[config.mk]
export PLATFORM = sky130hd
export DESIGN_NAME = mem_access_stage
export DESIGN_NICKNAME = d
export VERILOG_FILES = /design/src/rtl/wisc_pkg.sv /design/src/rtl/mem_wb_reg.sv /design/src/rtl/mem_access_stage.sv
export SDC_FILE = /design/constraint.sdc
export NUM_CORES = 1
export LEC_CHECK = 0
export BUFFER_PORTS_ARGS = -buffer_cell sky130_fd_sc_hd__buf_2
export CELL_PAD_IN_SITES_DETAIL_PLACEMENT = 1
export CELL_PAD_IN_SITES_GLOBAL_PLACEMENT = 2
export CORE_MARGIN = 1
export CORE_UTILIZATION = 26
export CTS_CLUSTER_SIZE = 10
export DETAILED_ROUTE_END_ITERATION = 8
export PLACE_DENSITY = 0.94
export RECOVER_POWER = 100
export SLEW_MARGIN = 15
export SYNTH_ARGS = -nofsm -noshare
export SYNTH_HDL_FRONTEND = slang
export SYNTH_SLANG_ARGS = --single-unit
[constraint.sdc]
create_clock -name clk -period 6.2 [get_ports clk]
set_clock_uncertainty 0.15 [all_clocks]
set_input_delay 0.62 -clock clk [delete_from_list [all_inputs] [get_ports clk]]
set_output_delay 0.62 -clock clk [all_outputs]
set_load 0.05 [all_outputs]
[src/rtl/wisc_pkg.sv]
// Shared definitions for the 16-bit pipeline: widths, memory-stage FSM encoding
// and the MEM/WB field bundle consumed by the writeback stage.
package wisc_pkg;

    localparam int DATA_W = 16;
    localparam int REG_W  = 3;

    typedef enum logic {
        IDLE = 1'b0,
        BUSY = 1'b1
    } mem_state_e;

    typedef struct packed {
        logic              valid;
        logic              memToReg;
        logic              writeR7;
        logic              writeEn;
        logic              halt;
        logic              err;
        logic [DATA_W-1:0] readData;
        logic [DATA_W-1:0] aluResult;
        logic [DATA_W-1:0] nextPC;
        logic [REG_W-1:0]  writeRegSel;
    } mem_wb_t;

endpackage

[src/rtl/mem_wb_reg.sv]
// MEM/WB pipeline register; a bubble request loads an all-zero (invalid) bundle.
module mem_wb_reg
    import wisc_pkg::*;
(
    input  logic    clk,
    input  logic    rst,
    input  logic    bubble,
    input  mem_wb_t d,
    output mem_wb_t q
);

    mem_wb_t q_q;

    // MEM/WB bundle register
    always_ff @(posedge clk or posedge rst) begin
        if (rst) begin
            q_q <= '0;
        end else if (bubble) begin
            q_q <= '0;
        end else begin
            q_q <= d;
        end
    end

    assign q = q_q;

endmodule

[src/rtl/mem_access_stage.sv]
// Memory stage: issues data-memory accesses over a req/done handshake, stalls the
// front of the pipe while an access is outstanding, and feeds the MEM/WB register.
module mem_access_stage
    import wisc_pkg::*;
(
    input  logic              clk,
    input  logic              rst,
    input  logic              in_valid,
    input  logic [DATA_W-1:0] aluResult,
    input  logic [DATA_W-1:0] storeData,
    input  logic              memRead,
    input  logic              memWrite,
    input  logic [DATA_W-1:0] nextPC,
    input  logic              memToReg,
    input  logic              writeR7,
    input  logic              writeEn,
    input  logic              halt,
    input  logic [REG_W-1:0]  writeRegSel,
    output logic              dmem_req,
    output logic              dmem_wr,
    output logic [DATA_W-1:0] dmem_addr,
    output logic [DATA_W-1:0] dmem_wdata,
    input  logic              dmem_done,
    input  logic              dmem_err,
    input  logic [DATA_W-1:0] dmem_rdata,
    output logic              stall,
    output logic              wb_valid,
    output logic              wb_memToReg,
    output logic              wb_writeR7,
    output logic              wb_writeEn,
    output logic              wb_halt,
    output logic              wb_err,
    output logic [DATA_W-1:0] wb_readData,
    output logic [DATA_W-1:0] wb_aluResult,
    output logic [DATA_W-1:0] wb_nextPC,
    output logic [REG_W-1:0]  wb_writeRegSel,
    output logic [15:0]       stall_cycles
);

    mem_state_e state_q, state_d;
    logic [15:0] stall_cnt_q, stall_cnt_d;
    logic        mem_op_s, unaligned_s, issue_s, is_load_s, done_ok_s, err_s;
    mem_wb_t     wb_d, wb_q;

    assign mem_op_s    = in_valid & (memRead | memWrite);
    assign unaligned_s = aluResult[0];
    assign issue_s     = mem_op_s & ~unaligned_s;
    assign is_load_s   = memRead & ~memWrite;
    assign done_ok_s   = dmem_req & dmem_done;

    // FSM state register
    always_ff @(posedge clk or posedge rst) begin
        if (rst) begin
            state_q <= IDLE;
        end else begin
            state_q <= state_d;
        end
    end

    // FSM next-state logic
    always_comb begin
        state_d = state_q;
        case (state_q)
            IDLE:    state_d = (issue_s && !dmem_done) ? BUSY : IDLE;
            BUSY:    state_d = dmem_done ? IDLE : BUSY;
            default: state_d = IDLE;
        endcase
    end

    // FSM outputs; reset kills the request in the same cycle it asserts
    always_comb begin
        dmem_req = 1'b0;
        case (state_q)
            IDLE:    dmem_req = ~rst & issue_s;
            BUSY:    dmem_req = ~rst;
            default: dmem_req = 1'b0;
        endcase
        stall = dmem_req & ~dmem_done;
    end

    assign dmem_wr    = dmem_req & memWrite;
    assign dmem_addr  = aluResult;
    assign dmem_wdata = storeData;

    // MEM/WB bundle assembly with error and valid gating
    always_comb begin
        err_s            = mem_op_s & (unaligned_s | (done_ok_s & dmem_err));
        wb_d             = '0;
        wb_d.valid       = in_valid;
        wb_d.memToReg    = memToReg & in_valid;
        wb_d.writeR7     = writeR7 & in_valid;
        wb_d.writeEn     = writeEn & in_valid & ~err_s;
        wb_d.halt        = halt & in_valid;
        wb_d.err         = err_s;
        wb_d.readData    = (mem_op_s && is_load_s && done_ok_s) ? dmem_rdata : {DATA_W{1'b0}};
        wb_d.aluResult   = aluResult;
        wb_d.nextPC      = nextPC;
        wb_d.writeRegSel = writeRegSel;
    end

    mem_wb_reg u_mem_wb_reg (
        .clk    (clk),
        .rst    (rst),
        .bubble (stall),
        .d      (wb_d),
        .q      (wb_q)
    );

    // Saturating stall-cycle counter next state
    always_comb begin
        if (stall && (stall_cnt_q != 16'hFFFF)) begin
            stall_cnt_d = stall_cnt_q + 16'd1;
        end else begin
            stall_cnt_d = stall_cnt_q;
        end
    end

    // Stall-cycle counter register
    always_ff @(posedge clk or posedge rst) begin
        if (rst) begin
            stall_cnt_q <= 16'd0;
        end else begin
            stall_cnt_q <= stall_cnt_d;
        end
    end

    assign stall_cycles   = stall_cnt_q;
    assign wb_valid       = wb_q.valid;
    assign wb_memToReg    = wb_q.memToReg;
    assign wb_writeR7     = wb_q.writeR7;
    assign wb_writeEn     = wb_q.writeEn;
    assign wb_halt        = wb_q.halt;
    assign wb_err         = wb_q.err;
    assign wb_readData    = wb_q.readData;
    assign wb_aluResult   = wb_q.aluResult;
    assign wb_nextPC      = wb_q.nextPC;
    assign wb_writeRegSel = wb_q.writeRegSel;

endmodule
==> qor.txt, run 1 <==
Final min period -> 3.44 ns
Overall Global Routing Usage -> 12.9%
Vias per std cell -> 4.13
Worst Tran Pin Value -> 1.24 ns
Worst reg2reg path depth -> 6
Reg2reg end -> stall_cycles[15]
Final ANT Viol Nets -> 0
Crit share post-route -> 55.4%
Gpl congestion -> 0.754
Cts bufs inserted -> 9
Clk buf depth -> 2
Unique masters post-synth -> 27
Syn Nets -> 311
DR vias -> 2086
Max Cap Viol -> 0
# rows -> 38
Worst Hold Path EP -> state_q
Resized cells post-CTS -> 0
Syn Std Cell Area -> 0.00291 mm^2
Max IR drop VDD -> 0.000107 V
CTS tree -> done
CP endpoint kind -> primary output
Hold wc startpoint -> dmem_done
Worst Path Required -> 5.43 ns
Clock sinks -> 74
First DRT Iteration DRCs -> 68
Clock-pin transition on the worst setup and hold timing paths -> 0.07 ns
Worst Setup SP -> in_valid
Register Area -> 0.00185 mm^2
Outcome -> finished clean
Antenna Cells -> 0
Multi-input logic area -> 748 um^2
Post-synth top area share -> 63.6%
Vias in the first global route -> 2274
Htree depth -> 3
Max Freq -> 291 MHz
Total gr overflow -> 0
Final instance area -> 0.00363 mm^2
Num ports -> 186
Drt pass-1 iters -> 4
Initial Util -> 26.8%
Reg-to-reg setup timing slack -> 4.01 ns
Most frequent cells in the layout -> clkbuf_1, dfrtp_1, buf_2
Worst Hold Depth -> 2
Detailed Place HPWL -> 5430 um
Initial antenna violation count -> 0
Syn Area/Cell -> 12.6 um^2
Postcts setup bufs -> 0
Syn-to-layout area delta -> 24.7%
Most common cell after layout, fill and taps aside -> clkbuf_1
Placement Cell Area -> 0.00360 mm^2
First-pass GRT wire length -> 11300 um
Ratio of total power to cell area -> 308 mW/mm^2
Syn Inst Count -> 232
Fill cell count -> 1292
Slew HR -> 16.4%
Final nets -> 439
Yosys warns -> 0
Setup crit start kind -> input pin
Core footprint -> 0.0109 mm^2
Port Buffers -> 153
Hold Fails Final Rpt -> 0
Hold_ws -> 0.320 ns
Place WS -> 2.94 ns
Root buffer cell -> clkbuf_8
Share of cells above drive strength 1 -> 20.8%
Largest net degree at the start of global routing -> 76
LEAKAGE -> 1.68 nW
Final setup vio count -> 0
FF-to-FF Start -> stall_cycles[0]
Number of synthesized register bits -> 74
Worst hold path class -> input pin to flop
Critical path class -> input pin to primary output
Worst Path Max Fanout -> 39
Worst setup margin -> 2.76 ns
Pins Over Slew Limit -> 0
Full die area -> 0.0116 mm^2
Worst skew pair latency -> 0.34 ns
Worst path arrival time -> 2.67 ns
Unrepaired setup endpoints after global routing -> false
Post-synth top area cell -> dfrtp_1
DRC errors left -> 0
Die height -> 108 um
Die Wd -> 108 um
Hold buffers post-CTS -> 0
Detailed-route wire length -> 7220 um
Synth area leaders -> dfrtp_1, and2_1, buf_4
Sequential share of the synthesized area -> 63.6%
Wire length per cell -> 14.3 um
PnR Total Power -> 1.12 mW
TNS Setup -> 0 ns
-- flip-flops by register name, indices dropped and copies added (netlist names) --
name            count
stall_cycles       16
state_q             1
u_mem_wb_reg.q     57
-- cell usage after synthesis, drive strengths merged --
| library cell | count |
|---|---|
| a21o | 1 |
| a21oi | 1 |
| and2 | 51 |
| and3 | 9 |
| buf | 33 |
| clkbuf | 4 |
| dfrtp | 74 |
| ha | 1 |
| inv | 4 |
| mux2 | 1 |
| nand2 | 4 |
| nand3 | 5 |
| nand3b | 1 |
| nand4 | 8 |
| nand4b | 1 |
| nor2 | 11 |
| nor2b | 1 |
| nor3 | 2 |
| nor4 | 1 |
| o21a | 1 |
| o21ai | 1 |
| or3 | 1 |
| or3b | 1 |
| xnor2 | 9 |
| xor2 | 6 |
-- worst max-delay path: stages --
cell	delay (ns)
clkbuf_1	0.26
o21a_4	0.19
a21o_1	0.14
nand2_1	0.60
inv_1	0.36
clkbuf_1	0.50
-- worst max path at each step --
stage | slack [ns] | end | depth (start not counted)
3_5_place_dp | 2.94 | stall | 6
2_1_floorplan | 2.58 | dmem_wr | 2
5_1_grt | 2.56 | stall | 6
3_3_place_gp | 2.99 | stall | 6
6_report | 2.76 | stall | 6
4_1_cts | 2.93 | stall | 6
-- metrics by stage --
step / instances / util, %
finish: 505 / 33.4
CTS: 505 / 34.8
global placement: 489 / 33.0
floorplan: 232 / -
detailed placement: 489 / 33.0
global route: 505 / 33.4
-- layout make-up --
class | instances | area share (%)
Sequential cell | 74 | 51.0
Multi-Input combinational cell | 117 | 20.6
Timing Repair Buffer | 154 | 18.0
Tap cell | 140 | 4.82
Clock buffer | 11 | 3.62
Clock inverter | 5 | 1.52
Inverter | 4 | 0.448
-- power breakdown --
| group | switching, mW | internal, mW |
|---|---|---|
| combinational | 0.181 | 0.0476 |
| sequential | 0.0215 | 0.512 |
| clock | 0.172 | 0.185 |
-- layer usage --
metal | vias up | GRT usage [%] | wire (um)
met5 | - | 0 | 0
met4 | 0 | 6.16 | 141
met3 | 14 | 4.66 | 532
met2 | 95 | 20.7 | 3600
met1 | 1005 | 15.2 | 2950
li1 | 972 | - | -
-- kinds of logic after synthesis --
family | after synthesis | share of synthesized area, %
adder cells (fa/ha/maj) | 1 | 0.429
AO/OA/AOI/OAI | 4 | 1.50
AND/OR/NAND/NOR | 96 | 19.9
flip-flops | 74 | 63.6
multiplexers | 1 | 0.515
XOR/XNOR | 15 | 4.51
buffers and inverters | 41 | 9.58
Power figures use the tool's default switching activity.
==> run 2, diff against run 1 <==
CORE_UTILIZATION = 22   (was 26)
PLACE_DENSITY = 0.85   (was 0.94)
clock period = 2.8 ns   (was 6.2 ns; I/O delays follow)
==> qor.txt, run 2 (same netlist as run 1, synthesis figures left out) <==
Total gr overflow -> 0 (unchanged)
Port Buffers -> 153 (unchanged)
Max FFs per register -> 57 (unchanged)
Setup crit start kind -> input pin
Initial Util -> 22.8% (-3.9 points)
Buf/Inv on CP -> 4 (+1)
Max Freq -> 412 MHz
Vias per std cell -> 3.91 (-5.3%)
First DRT Iteration DRCs -> 57 (-16%)
Cts bufs inserted -> 9 (unchanged)
Reg2reg end -> stall_cycles[15]
First-pass GRT wire length -> 11800 um (+4.2%)
Worst setup margin -> 0.374 ns (-2.39 ns)
LEAKAGE -> 1.81 nW (+7.8%)
Slew HR -> 13.0% (-3.4 points)
Pins Over Slew Limit -> 0 (unchanged)
Unrepaired setup endpoints after global routing -> false
Clock sinks -> 74 (unchanged)
Largest net degree at the start of global routing -> 74 (-2.6%)
Max Cap Viol -> 0 (unchanged)
Worst Tran Pin Value -> 1.30 ns (+0.0510 ns)
Final setup vio count -> 0 (unchanged)
Antenna Cells -> 0 (unchanged)
Hold wc startpoint -> nextPC[13]
Worst skew pair latency -> 0.33 ns (about the same)
Die Wd -> 117 um (+8.5%)
Die height -> 117 um (+8.5%)
Worst Path Required -> 2.37 ns (-3.06 ns)
Crit-path max cell delay -> 0.54 ns (-0.06 ns)
Postcts setup bufs -> 0 (unchanged)
Fill cell count -> 1510 (+17%)
DRC errors left -> 0 (unchanged)
Final min period -> 2.43 ns
Initial antenna violation count -> 0 (unchanged)
Final ANT Viol Nets -> 0 (unchanged)
Most common cell after layout, fill and taps aside -> clkbuf_1
Clock-pin transition on the worst setup and hold timing paths -> 0.06 ns (about the same)
Hold Fails Final Rpt -> 0 (unchanged)
Clk buf depth -> 2 (unchanged)
Drt pass-1 iters -> 4 (unchanged)
Family with the most delay on the worst path -> buffers and inverters
FF-to-FF Start -> stall_cycles[0]
TNS Setup -> 0 ns (unchanged)
Vias in the first global route -> 2289 (+0.66%)
Wire length per cell -> 14.1 um (-1.1%)
Worst reg2reg path depth -> 6 (unchanged)
Reg-to-reg setup timing slack -> 0.63 ns (-3.38 ns)
Worst Path Max Fanout -> 4 (-90%)
Final instance area -> 0.00395 mm^2 (+8.8%)
Most frequent cells in the layout -> clkbuf_1, dfrtp_1, buf_2
Register Area -> 0.00185 mm^2 (unchanged)
Detailed-route wire length -> 7870 um (+8.9%)
Place WS -> 0.873 ns (-2.07 ns)
Multi-input logic area -> 748 um^2 (unchanged)
# rows -> 41 (+7.9%)
Worst hold path class -> input pin to flop
Full die area -> 0.0137 mm^2 (+18%)
Share of cells above drive strength 1 -> 20.1% (-0.77 points)
Critical path class -> input pin to primary output
DR vias -> 2175 (+4.3%)
Worst path slowest cell -> dlygate4sd3_1
CP Cell Sequence -> dlygate4sd3_1 -> buf_2 -> nor2_1 -> nand2_1 -> inv_1 -> clkbuf_1
Final nets -> 460 (+4.8%)
Syn-to-layout area delta -> 35.7%
CP endpoint kind -> primary output
Crit share post-route -> 86.6%
Max IR drop VDD -> 0.000196 V (+84%)
Worst Hold Path EP -> u_mem_wb_reg.q[16]
Root buffer cell -> clkbuf_16
Core footprint -> 0.0128 mm^2 (+17%)
Worst path arrival time -> 2.00 ns (-0.67 ns)
Placement Cell Area -> 0.00365 mm^2 (+1.4%)
Htree depth -> 3 (unchanged)
Ratio of total power to cell area -> 693 mW/mm^2 (+120%)
Gpl congestion -> 0.733 (-2.9%)
Num ports -> 186 (unchanged)
Overall Global Routing Usage -> 11.7% (-1.2 points)
Worst Hold Depth -> 2 (unchanged)
Outcome -> finished clean
CTS tree -> done
Detailed Place HPWL -> 5760 um (+6.2%)
-- run 2: worst max path at each step --
stage	end	cells after the start	startpoint
floorplan	dmem_wr	2	rst
global placement	u_mem_wb_reg.q[53]	7	memWrite
detailed placement	stall_cycles[13]	6	rst
CTS	stall	6	rst
global route	u_mem_wb_reg.q[39]	5	dmem_done
finish	stall	6	dmem_done
-- run 2: metrics by stage --
step	cells	hold WS, ns	utilization [%]	power, mW
6_report	556	0.0150	31.0	2.74
5_1_grt	556	0.00313	31.0	2.87
4_1_cts	556	0.000240	32.2	2.82
3_5_place_dp	522	0.0411	28.6	1.76
3_3_place_gp	522	0.0362	28.6	1.75
2_1_floorplan	232	0.196	-	1.66
-- run 2: final cells by class --
| class | instances | area share (%) |
|---|---|---|
| clock buffer | 11 | 6.14 |
| sequential | 74 | 46.8 |
| tap | 172 | 5.44 |
| timing repair buffer | 175 | 21.8 |
| clock inverter | 3 | 0.443 |
| inverter | 4 | 0.411 |
| multi-input combinational | 117 | 18.9 |
-- run 2: timing repair --
item                                   4_1_cts  5_1_grt
hold buffers                                20        0
resized for setup                            0        0
endpoints found under the hold margin       20        0
setup endpoints to repair                    0        0
-- run 2: report_power, final --
part	internal, mW	leakage (nW)	total, mW	switching [mW]
Combinational	0.123	0.740	0.535	0.412
Sequential	1.14	0.946	1.18	0.0456
Clock	0.610	0.127	1.02	0.412
-- run 2: per-layer routing --
metal,track usage (%),up-vias,share of wire (%),wire length (um)
met5,0,-,0,0
met2,19.2,99,49,3880
met3,3.96,18,7.5,588
li1,-,1009,-,-
met4,7.09,0,2.6,202
met1,13.1,1049,41,3200
